File: config.mk
export PLATFORM = sky130hd
export DESIGN_NAME = game_event_reporter
export DESIGN_NICKNAME = d
export VERILOG_FILES = /design/src/rtl/game_pkg.sv /design/src/rtl/event_fifo.sv /design/src/rtl/game_event_reporter.sv
export SDC_FILE = /design/constraint.sdc
export NUM_CORES = 1
export LEC_CHECK = 0
export CORE_MARGIN = 4
export CORE_UTILIZATION = 25
export DETAILED_ROUTE_END_ITERATION = 12
export GPL_TIMING_DRIVEN = 0
export SKIP_LAST_GASP = 1
export SLEW_MARGIN = 15
export SYNTH_ARGS = -nofsm -noshare
export SYNTH_HDL_FRONTEND = slang
export SYNTH_SLANG_ARGS = --single-unit
export TNS_END_PERCENT = 100
File: constraint.sdc
create_clock -name Clk -period 3.9 [get_ports Clk]
set_clock_uncertainty 0.15 [all_clocks]
set_input_delay 0.585 -clock Clk [delete_from_list [all_inputs] [get_ports Clk]]
set_output_delay 0.585 -clock Clk [all_outputs]
set_load 0.05 [all_outputs]
File: src/rtl/game_pkg.sv
// Shared definitions for the game event reporter: event codes, FSM states,
// register addresses and the power-on defaults of the previous-frame snapshot.
package game_pkg;

  localparam int NUM_EVENTS = 6;

  typedef enum logic [3:0] {
    EV_DOT         = 4'd0,
    EV_LIFE_LOST   = 4'd1,
    EV_GAME_OVER   = 4'd2,
    EV_POWER_ON    = 4'd3,
    EV_POWER_OFF   = 4'd4,
    EV_GHOST_EATEN = 4'd5
  } event_code_t;

  typedef enum logic [1:0] {
    ST_IDLE,
    ST_CAPTURE,
    ST_EMIT
  } state_t;

  localparam logic [1:0] ADDR_STATUS  = 2'd0;
  localparam logic [1:0] ADDR_DATA    = 2'd1;
  localparam logic [1:0] ADDR_CONTROL = 2'd2;
  localparam logic [1:0] ADDR_FRAME   = 2'd3;

  localparam logic [1:0] LIVES_RESET = 2'd2;
  localparam logic [2:0] GHOST_RESET = 3'b111;

  // Lowest-numbered pending event goes first, giving ascending code order.
  function automatic event_code_t lowest_event(input logic [NUM_EVENTS-1:0] mask);
    event_code_t code;
    code = EV_DOT;
    for (int i = NUM_EVENTS - 1; i >= 0; i--) begin
      if (mask[i]) code = event_code_t'(i[3:0]);
    end
    return code;
  endfunction

endpackage

File: src/rtl/event_fifo.sv
// 32-bit event queue with push/pop/flush, occupancy count and a sticky overflow flag.
module event_fifo #(
  parameter int DEPTH = 16,
  localparam int AW = $clog2(DEPTH)
) (
  input  logic          clk,
  input  logic          reset_h,
  input  logic          push,
  input  logic [31:0]   push_data,
  input  logic          pop,
  input  logic          flush,
  input  logic          clr_ovf,
  output logic [31:0]   head,
  output logic [AW:0]   count,
  output logic          full,
  output logic          empty,
  output logic          ovf
);

  logic [31:0]   mem [DEPTH];
  logic [AW-1:0] wr_ptr;
  logic [AW-1:0] rd_ptr;
  logic          do_push;
  logic          do_pop;

  assign empty   = (count == '0);
  assign full    = (count == (AW+1)'(DEPTH));
  assign do_pop  = pop && !empty && !flush;
  // A simultaneous pop frees the slot, so a push into a full queue still lands.
  assign do_push = push && !flush && (!full || do_pop);
  assign head    = mem[rd_ptr];

  always_ff @(posedge clk or posedge reset_h) begin
    if (reset_h) begin
      wr_ptr <= '0;
      rd_ptr <= '0;
      count  <= '0;
    end else if (flush) begin
      wr_ptr <= '0;
      rd_ptr <= '0;
      count  <= '0;
    end else begin
      if (do_push) wr_ptr <= wr_ptr + 1'b1;
      if (do_pop)  rd_ptr <= rd_ptr + 1'b1;
      case ({do_push, do_pop})
        2'b10:   count <= count + 1'b1;
        2'b01:   count <= count - 1'b1;
        default: count <= count;
      endcase
    end
  end

  always_ff @(posedge clk or posedge reset_h) begin
    if (reset_h)                      ovf <= 1'b0;
    else if (push && !flush && !do_push) ovf <= 1'b1;
    else if (clr_ovf)                 ovf <= 1'b0;
  end

  always_ff @(posedge clk) begin
    if (do_push) mem[wr_ptr] <= push_data;
  end

endmodule

File: src/rtl/game_event_reporter.sv
// Turns per-frame game state changes into timestamped event words queued for
// the Nios II over an Avalon-MM slave, with a level interrupt when non-empty.
module game_event_reporter
  import game_pkg::*;
#(
  parameter int FIFO_DEPTH = 16
) (
  input  logic        Clk,
  input  logic        Reset_h,
  input  logic        frame_vs,
  input  logic [10:0] score,
  input  logic [1:0]  lives,
  input  logic        death,
  input  logic        reversal,
  input  logic [2:0]  ghost_en,
  input  logic [1:0]  avs_address,
  input  logic        avs_chipselect,
  input  logic        avs_read,
  input  logic        avs_write,
  input  logic [31:0] avs_writedata,
  output logic [31:0] avs_readdata,
  output logic        irq
);

  localparam int AW = $clog2(FIFO_DEPTH);

  logic vs_meta, vs_sync, vs_prev, frame_tick;
  logic [15:0] frame_cnt;
  state_t state, state_next;
  logic tick_pend;

  logic [NUM_EVENTS-1:0] pending, capture_mask;
  logic [10:0] prev_score, snap_score;
  logic [1:0]  prev_lives, snap_lives;
  logic        prev_death, prev_rev;
  logic [2:0]  prev_ghost, snap_ghost;
  logic [7:0]  snap_frame;

  logic        ev_push;
  event_code_t ev_code;
  logic [19:0] ev_payload;
  logic [31:0] ev_word;

  logic          rd_sel, wr_sel, ctrl_wr, fifo_pop, fifo_flush, clr_ovf, irq_en;
  logic [31:0]   fifo_head;
  logic [AW:0]   fifo_count;
  logic          fifo_full, fifo_empty, fifo_ovf;
  logic          unused_wdata;

  always_ff @(posedge Clk or posedge Reset_h) begin
    if (Reset_h) begin
      vs_meta <= 1'b0;
      vs_sync <= 1'b0;
      vs_prev <= 1'b0;
    end else begin
      vs_meta <= frame_vs;
      vs_sync <= vs_meta;
      vs_prev <= vs_sync;
    end
  end
  assign frame_tick = vs_sync && !vs_prev;

  always_ff @(posedge Clk or posedge Reset_h) begin
    if (Reset_h)         frame_cnt <= '0;
    else if (frame_tick) frame_cnt <= frame_cnt + 16'd1;
  end

  // A tick arriving while busy is remembered once; in IDLE a new tick that
  // coincides with a remembered one stays remembered.
  always_ff @(posedge Clk or posedge Reset_h) begin
    if (Reset_h)                tick_pend <= 1'b0;
    else if (state == ST_IDLE)  tick_pend <= tick_pend && frame_tick;
    else if (frame_tick)        tick_pend <= 1'b1;
  end

  always_ff @(posedge Clk or posedge Reset_h) begin
    if (Reset_h) state <= ST_IDLE;
    else         state <= state_next;
  end

  always_comb begin
    state_next = state;
    case (state)
      ST_IDLE:    if (frame_tick || tick_pend) state_next = ST_CAPTURE;
      ST_CAPTURE: state_next = ST_EMIT;
      ST_EMIT:    if (pending == '0) state_next = ST_IDLE;
      default:    state_next = ST_IDLE;
    endcase
  end

  always_comb begin
    ev_push    = (state == ST_EMIT) && (pending != '0);
    ev_code    = lowest_event(pending);
    ev_payload = '0;
    case (ev_code)
      EV_DOT:         ev_payload = {9'd0, snap_score};
      EV_LIFE_LOST:   ev_payload = {18'd0, snap_lives};
      EV_GHOST_EATEN: ev_payload = {17'd0, snap_ghost};
      default:        ev_payload = '0;
    endcase
  end
  assign ev_word = {snap_frame, ev_code, ev_payload};

  assign capture_mask = {
    |(prev_ghost & ~ghost_en),
    prev_rev && !reversal,
    !prev_rev && reversal,
    !prev_death && death,
    lives < prev_lives,
    score != prev_score
  };

  always_ff @(posedge Clk or posedge Reset_h) begin
    if (Reset_h) begin
      prev_score <= '0;
      prev_lives <= LIVES_RESET;
      prev_death <= 1'b0;
      prev_rev   <= 1'b0;
      prev_ghost <= GHOST_RESET;
      pending    <= '0;
      snap_score <= '0;
      snap_lives <= '0;
      snap_ghost <= '0;
      snap_frame <= '0;
    end else if (state == ST_CAPTURE) begin
      prev_score <= score;
      prev_lives <= lives;
      prev_death <= death;
      prev_rev   <= reversal;
      prev_ghost <= ghost_en;
      pending    <= capture_mask;
      snap_score <= score;
      snap_lives <= lives;
      snap_ghost <= prev_ghost & ~ghost_en;
      snap_frame <= frame_cnt[7:0];
    end else if (ev_push) begin
      pending <= pending & (pending - NUM_EVENTS'(1));
    end
  end

  assign rd_sel     = avs_chipselect && avs_read;
  assign wr_sel     = avs_chipselect && avs_write;
  assign ctrl_wr    = wr_sel && (avs_address == ADDR_CONTROL);
  assign fifo_pop   = rd_sel && (avs_address == ADDR_DATA);
  assign fifo_flush = ctrl_wr && avs_writedata[1];
  assign clr_ovf    = ctrl_wr && avs_writedata[2];
  assign unused_wdata = ^avs_writedata[31:3];

  event_fifo #(.DEPTH(FIFO_DEPTH)) u_fifo (
    .clk      (Clk),
    .reset_h  (Reset_h),
    .push     (ev_push),
    .push_data(ev_word),
    .pop      (fifo_pop),
    .flush    (fifo_flush),
    .clr_ovf  (clr_ovf),
    .head     (fifo_head),
    .count    (fifo_count),
    .full     (fifo_full),
    .empty    (fifo_empty),
    .ovf      (fifo_ovf)
  );

  always_ff @(posedge Clk or posedge Reset_h) begin
    if (Reset_h) begin
      irq_en       <= 1'b0;
      irq          <= 1'b0;
      avs_readdata <= '0;
    end else begin
      if (ctrl_wr) irq_en <= avs_writedata[0];
      irq <= irq_en && !fifo_empty;
      if (rd_sel) begin
        case (avs_address)
          ADDR_STATUS:  avs_readdata <= {8'(fifo_count), 21'd0, fifo_ovf, fifo_full, fifo_empty};
          ADDR_DATA:    avs_readdata <= fifo_empty ? 32'd0 : fifo_head;
          ADDR_CONTROL: avs_readdata <= {31'd0, irq_en};
          ADDR_FRAME:   avs_readdata <= {16'd0, frame_cnt};
        endcase
      end
    end
  end

endmodule

==> impl_metrics.prom <==
# TYPE chip_impl_metric gauge
chip_impl_metric{name="layout.area.seq",unit="mm²"} 0.0131
chip_impl_metric{name="floorplan.core_area",unit="mm²"} 0.0721
chip_impl_info{name="netlist.top_cell.by_area",value="edfxtp_1"} 1
chip_impl_metric{name="post-route-min-period",unit="ns"} 3.50
chip_impl_metric{name="post_synth_mux_area_share",unit="%"} 12.3
chip_impl_info{name="clockRootBuffer",value="clkbuf_16"} 1
chip_impl_metric{name="cts-buffers-inserted",unit=""} 47
chip_impl_metric{name="post_cts_sizing",unit=""} 0
chip_impl_metric{name="antenna-diode-count",unit=""} 0
chip_impl_metric{name="critical_path_buf_inv_count",unit=""} 2
chip_impl_metric{name="cts_buffer_depth",unit=""} 3
chip_impl_metric{name="synth_compound_gate_area_share",unit="%"} 5.18
chip_impl_metric{name="yosys.area_share.xor_xnor",unit="%"} 1.63
chip_impl_metric{name="post_synth_instance_area",unit="mm²"} 0.0183
chip_impl_info{name="min_from",value="vs_meta"} 1
chip_impl_metric{name="number_of_top_level_pins",unit=""} 91
chip_impl_metric{name="cts_num_sinks",unit=""} 453
chip_impl_metric{name="synth_simple_gate_area_share",unit="%"} 6.52
chip_impl_metric{name="share_of_synthesized_registers_carrying_an_async_set_or_reset",unit="%"} 22.3
chip_impl_metric{name="critPathMaxStageDelay",unit="ns"} 0.83
chip_impl_metric{name="clock_h_tree_levels",unit=""} 2
chip_impl_metric{name="maxSlewHeadroom",unit="%"} 24.9
chip_impl_info{name="synth.top_cells.by_area",value="edfxtp_1 (58%), dfrtp_1 (13%), mux4_2 (11%), nand2_1 (2.3%), a211oi_1 (1.4%)"} 1
chip_impl_metric{name="flow.area_growth_from_synthesis",unit="%"} 19.8
chip_impl_info{name="worst_path_dominant_cell_family",value="simple AND/OR/NAND/NOR gates"} 1
chip_impl_metric{name="globalRouteOverflowTotal",unit=""} 0
chip_impl_info{name="synth.top_cells.by_count",value="edfxtp_1 (352), nand2_1 (112), dfrtp_1 (97)"} 1
chip_impl_metric{name="timing.reg2reg.worst_path_depth",unit=""} 11
chip_impl_info{name="critPathKind",value="input pin to flop"} 1
chip_impl_metric{name="viasPerCell",unit=""} 4.69
chip_impl_info{name="synth_top_family_by_area",value="multiplexers"} 1
chip_impl_metric{name="tightestPinTransition",unit="ns"} 1.12
chip_impl_metric{name="placement_rows",unit=""} 98
chip_impl_metric{name="postSynthAreaPerCell",unit="µm²"} 17.2
chip_impl_metric{name="arrival",unit="ns"} 3.55
chip_impl_metric{name="max-vdd-ir-drop",unit="V"} 0.000296
chip_impl_info{name="crit_chain",value="clkdlybuf4s50_1 -> clkbuf_1 -> nand4b_1 -> nand3_1 -> nand2_4 -> nor4bb_1 -> and2_2"} 1
chip_impl_metric{name="buffer_ports.inserted",unit=""} 56
chip_impl_metric{name="placed_cells",unit=""} 2093
chip_impl_info{name="crit-reg2reg-launch",value="pending[0]"} 1
chip_impl_metric{name="drive_gt1_share",unit="%"} 19.8
chip_impl_metric{name="place_congestion",unit=""} 0.835
chip_impl_metric{name="ffs_latches_synth",unit=""} 453
chip_impl_metric{name="timing.final.hold_violations",unit=""} 0
chip_impl_metric{name="hpwl_reported_at_the_end_of_detailed_placement",unit="µm"} 31700
chip_impl_metric{name="postSynthCellCount",unit=""} 1063
chip_impl_metric{name="die-area",unit="mm²"} 0.0777
chip_impl_metric{name="post_synth_fa_ha_maj_area_fraction",unit="%"} 0.792
chip_impl_metric{name="routedWlPerCell",unit="µm"} 21.2
chip_impl_metric{name="finalWirelength",unit="µm"} 46200
chip_impl_metric{name="clkLatencyLatePin",unit="ns"} 0.59
chip_impl_info{name="worst_setup_path_endpoint",value="u_fifo.mem[15][15]"} 1
chip_impl_metric{name="post-cts-setup-buffers",unit=""} 0
chip_impl_metric{name="initial_utilization",unit="%"} 25.4
chip_impl_metric{name="route.vias.total",unit=""} 10200
chip_impl_metric{name="detailedRoute.firstPassIterationCount",unit=""} 6
chip_impl_metric{name="dr.first_iter.drc_count",unit=""} 904
chip_impl_metric{name="timing.max_cap.violations",unit=""} 0
chip_impl_info{name="worstSetupStartpoint",value="avs_address[1]"} 1
chip_impl_metric{name="wire_length_of_the_first_global_routing_pass",unit="µm"} 68800
chip_impl_metric{name="overall_die_height",unit="µm"} 279
chip_impl_metric{name="cts_hold_fix_bufs",unit=""} 0
chip_impl_metric{name="final_antenna_net_count",unit=""} 0
chip_impl_info{name="critPathCaptureType",value="flop"} 1
chip_impl_metric{name="number_of_flops_mapped_to_enable_cells_by_yosys",unit=""} 352
chip_impl_metric{name="synthesis.yosys.warnings",unit=""} 0
chip_impl_info{name="cts_tree",value="done"} 1
chip_impl_info{name="status",value="completed"} 1
chip_impl_metric{name="fmax",unit="GHz"} 0.286
chip_impl_metric{name="reg2reg_setup_slack",unit="ns"} 0.52
chip_impl_metric{name="final_cell_count_no_fill",unit=""} 2180
chip_impl_metric{name="multi_input_comb_area",unit="mm²"} 0.00491
chip_impl_metric{name="track_usage",unit="%"} 11.7
chip_impl_metric{name="final_setup_viols",unit=""} 0
chip_impl_metric{name="first_global_vias",unit=""} 10400
chip_impl_metric{name="fill_cells",unit=""} 7051
chip_impl_info{name="slowest_stage",value="and2_2"} 1
chip_impl_info{name="worstReg2RegEnd",value="u_fifo.count[4]"} 1
chip_impl_info{name="synth.most_common_cell",value="edfxtp_1"} 1
chip_impl_metric{name="synth_cell_types",unit=""} 70
chip_impl_metric{name="crit_cells",unit=""} 7
chip_impl_info{name="rsz0062_at_grt",value="no"} 1
chip_impl_metric{name="drv_slew",unit=""} 0
chip_impl_metric{name="finalCritPeriodShare",unit="%"} 89.7
chip_impl_metric{name="critical_path_required",unit="ns"} 3.95
chip_impl_info{name="hold_class",value="flop to flop"} 1
chip_impl_info{name="synth-main-ff-cell",value="edfxtp_1"} 1
chip_impl_metric{name="drt_drc_violations_left",unit=""} 0
chip_impl_metric{name="grt_max_degree",unit=""} 53
chip_impl_metric{name="yosysTopAreaCellShare",unit="%"} 57.7
chip_impl_metric{name="post-route-util",unit="%"} 30.4
chip_impl_metric{name="antenna_found_initial",unit=""} 2
chip_impl_metric{name="static-leakage-power",unit="µW"} 0.00747
chip_impl_metric{name="die_w",unit="µm"} 279
chip_impl_metric{name="min_delay_path_depth",unit=""} 0
chip_impl_metric{name="critPathMaxFanout",unit=""} 22
chip_impl_metric{name="nNetsFinal",unit=""} 1261
chip_impl_info{name="worst_setup_path_start_kind",value="input pin"} 1
chip_impl_metric{name="power-per-cell-area",unit="mW/mm²"} 722
chip_impl_metric{name="path_clk_slew",unit="ns"} 0.06
chip_impl_metric{name="ys_seq_area_share",unit="%"} 71.5
## layout by cell type, fill, tap and decap left out, types with 13 or more instances in the layout
cell             count
clkdlybuf4s50_1     56
a221o_1             13
clkbuf_16           51
edfxtp_1           352
nand3_1             18
xor2_1              14
buf_2               20
a211oi_1            34
xnor2_1             20
clkbuf_1            43
nor2b_1             22
nor2_1              23
mux4_2              87
nand2_1            112
buf_4               16
dfrtp_1             97
a21oi_1             17
mux2i_1             23
## per-layer routing
| metal | track usage, % | up-vias | share of wire, % |
|---|---|---|---|
| li1 | - | 4416 | - |
| met1 | 16.4 | 5364 | 44 |
| met2 | 18.3 | 367 | 46 |
| met3 | 2.85 | 76 | 7.8 |
| met4 | 2.94 | 0 | 2.5 |
| met5 | 0 | - | 0 |
## stage by stage
stage | instance area, µm² | total power [µW] | TNS [ns] | worst slack [ns] | hold WS, ns
floorplan | 18300 | 9870 | -10.78 | -0.163 | 0.181
global placement | 20100 | 11300 | -468.16 | -4.09 | 0.191
detailed placement | 20400 | 11600 | -4.38 | -0.0664 | 0.187
CTS | 21900 | 16000 | 0 | 0.469 | 0.208
global route | 22000 | 16600 | 0 | 0.254 | 0.218
finish | 22000 | 15900 | 0 | 0.402 | 0.207
## power breakdown
part           internal [µW]  switching [µW]  total, µW
Clock                   2530            1890       4420
Sequential              6350             533       6890
Combinational           1750            2800       4550
Total                  10600            5220      15900
## worst min-delay path by stage
stage                     endpoint
after global placement     vs_sync
final                      vs_sync
after floorplan            vs_sync
after detailed placement   vs_sync
after global routing       vs_sync
after CTS                  vs_sync
## cell families (layout without fill, tap and decap cells)
kind of cell    count (synthesis)  count (layout)
flops                         453             453
compound gates                129             129
mux                           115             115
buf+inv                        78             241
xor+xnor                       34              34
other cells                     1               5
simple gates                  242             242
fa+ha+maj                      11              11
## final cells by class
cell class | instances | area share, %
sequential | 453 | 59.7
multi-input combinational | 536 | 22.4
clock buffer | 71 | 6.26
tap | 950 | 5.41
timing repair buffer | 76 | 3.82
buffer | 63 | 1.46
clock inverter | 16 | 0.684
inverter | 15 | 0.285
## sequential cells by signal, summed over array words and instances (netlist names)
signal / cells
prev_lives: 2
snap_score: 11
irq: 1
state: 2
u_fifo.ovf: 1
irq_en: 1
pending: 6
prev_death: 1
snap_ghost: 3
u_fifo.mem: 352
frame_cnt: 16
prev_rev: 1
snap_frame: 8
vs_meta: 1
u_fifo.wr_ptr: 4
avs_readdata: 27
u_fifo.rd_ptr: 4
vs_sync: 1
prev_ghost: 3
snap_lives: 1
vs_prev: 1
tick_pend: 1
u_fifo.count: 5
Power figures use the tool's default switching activity.
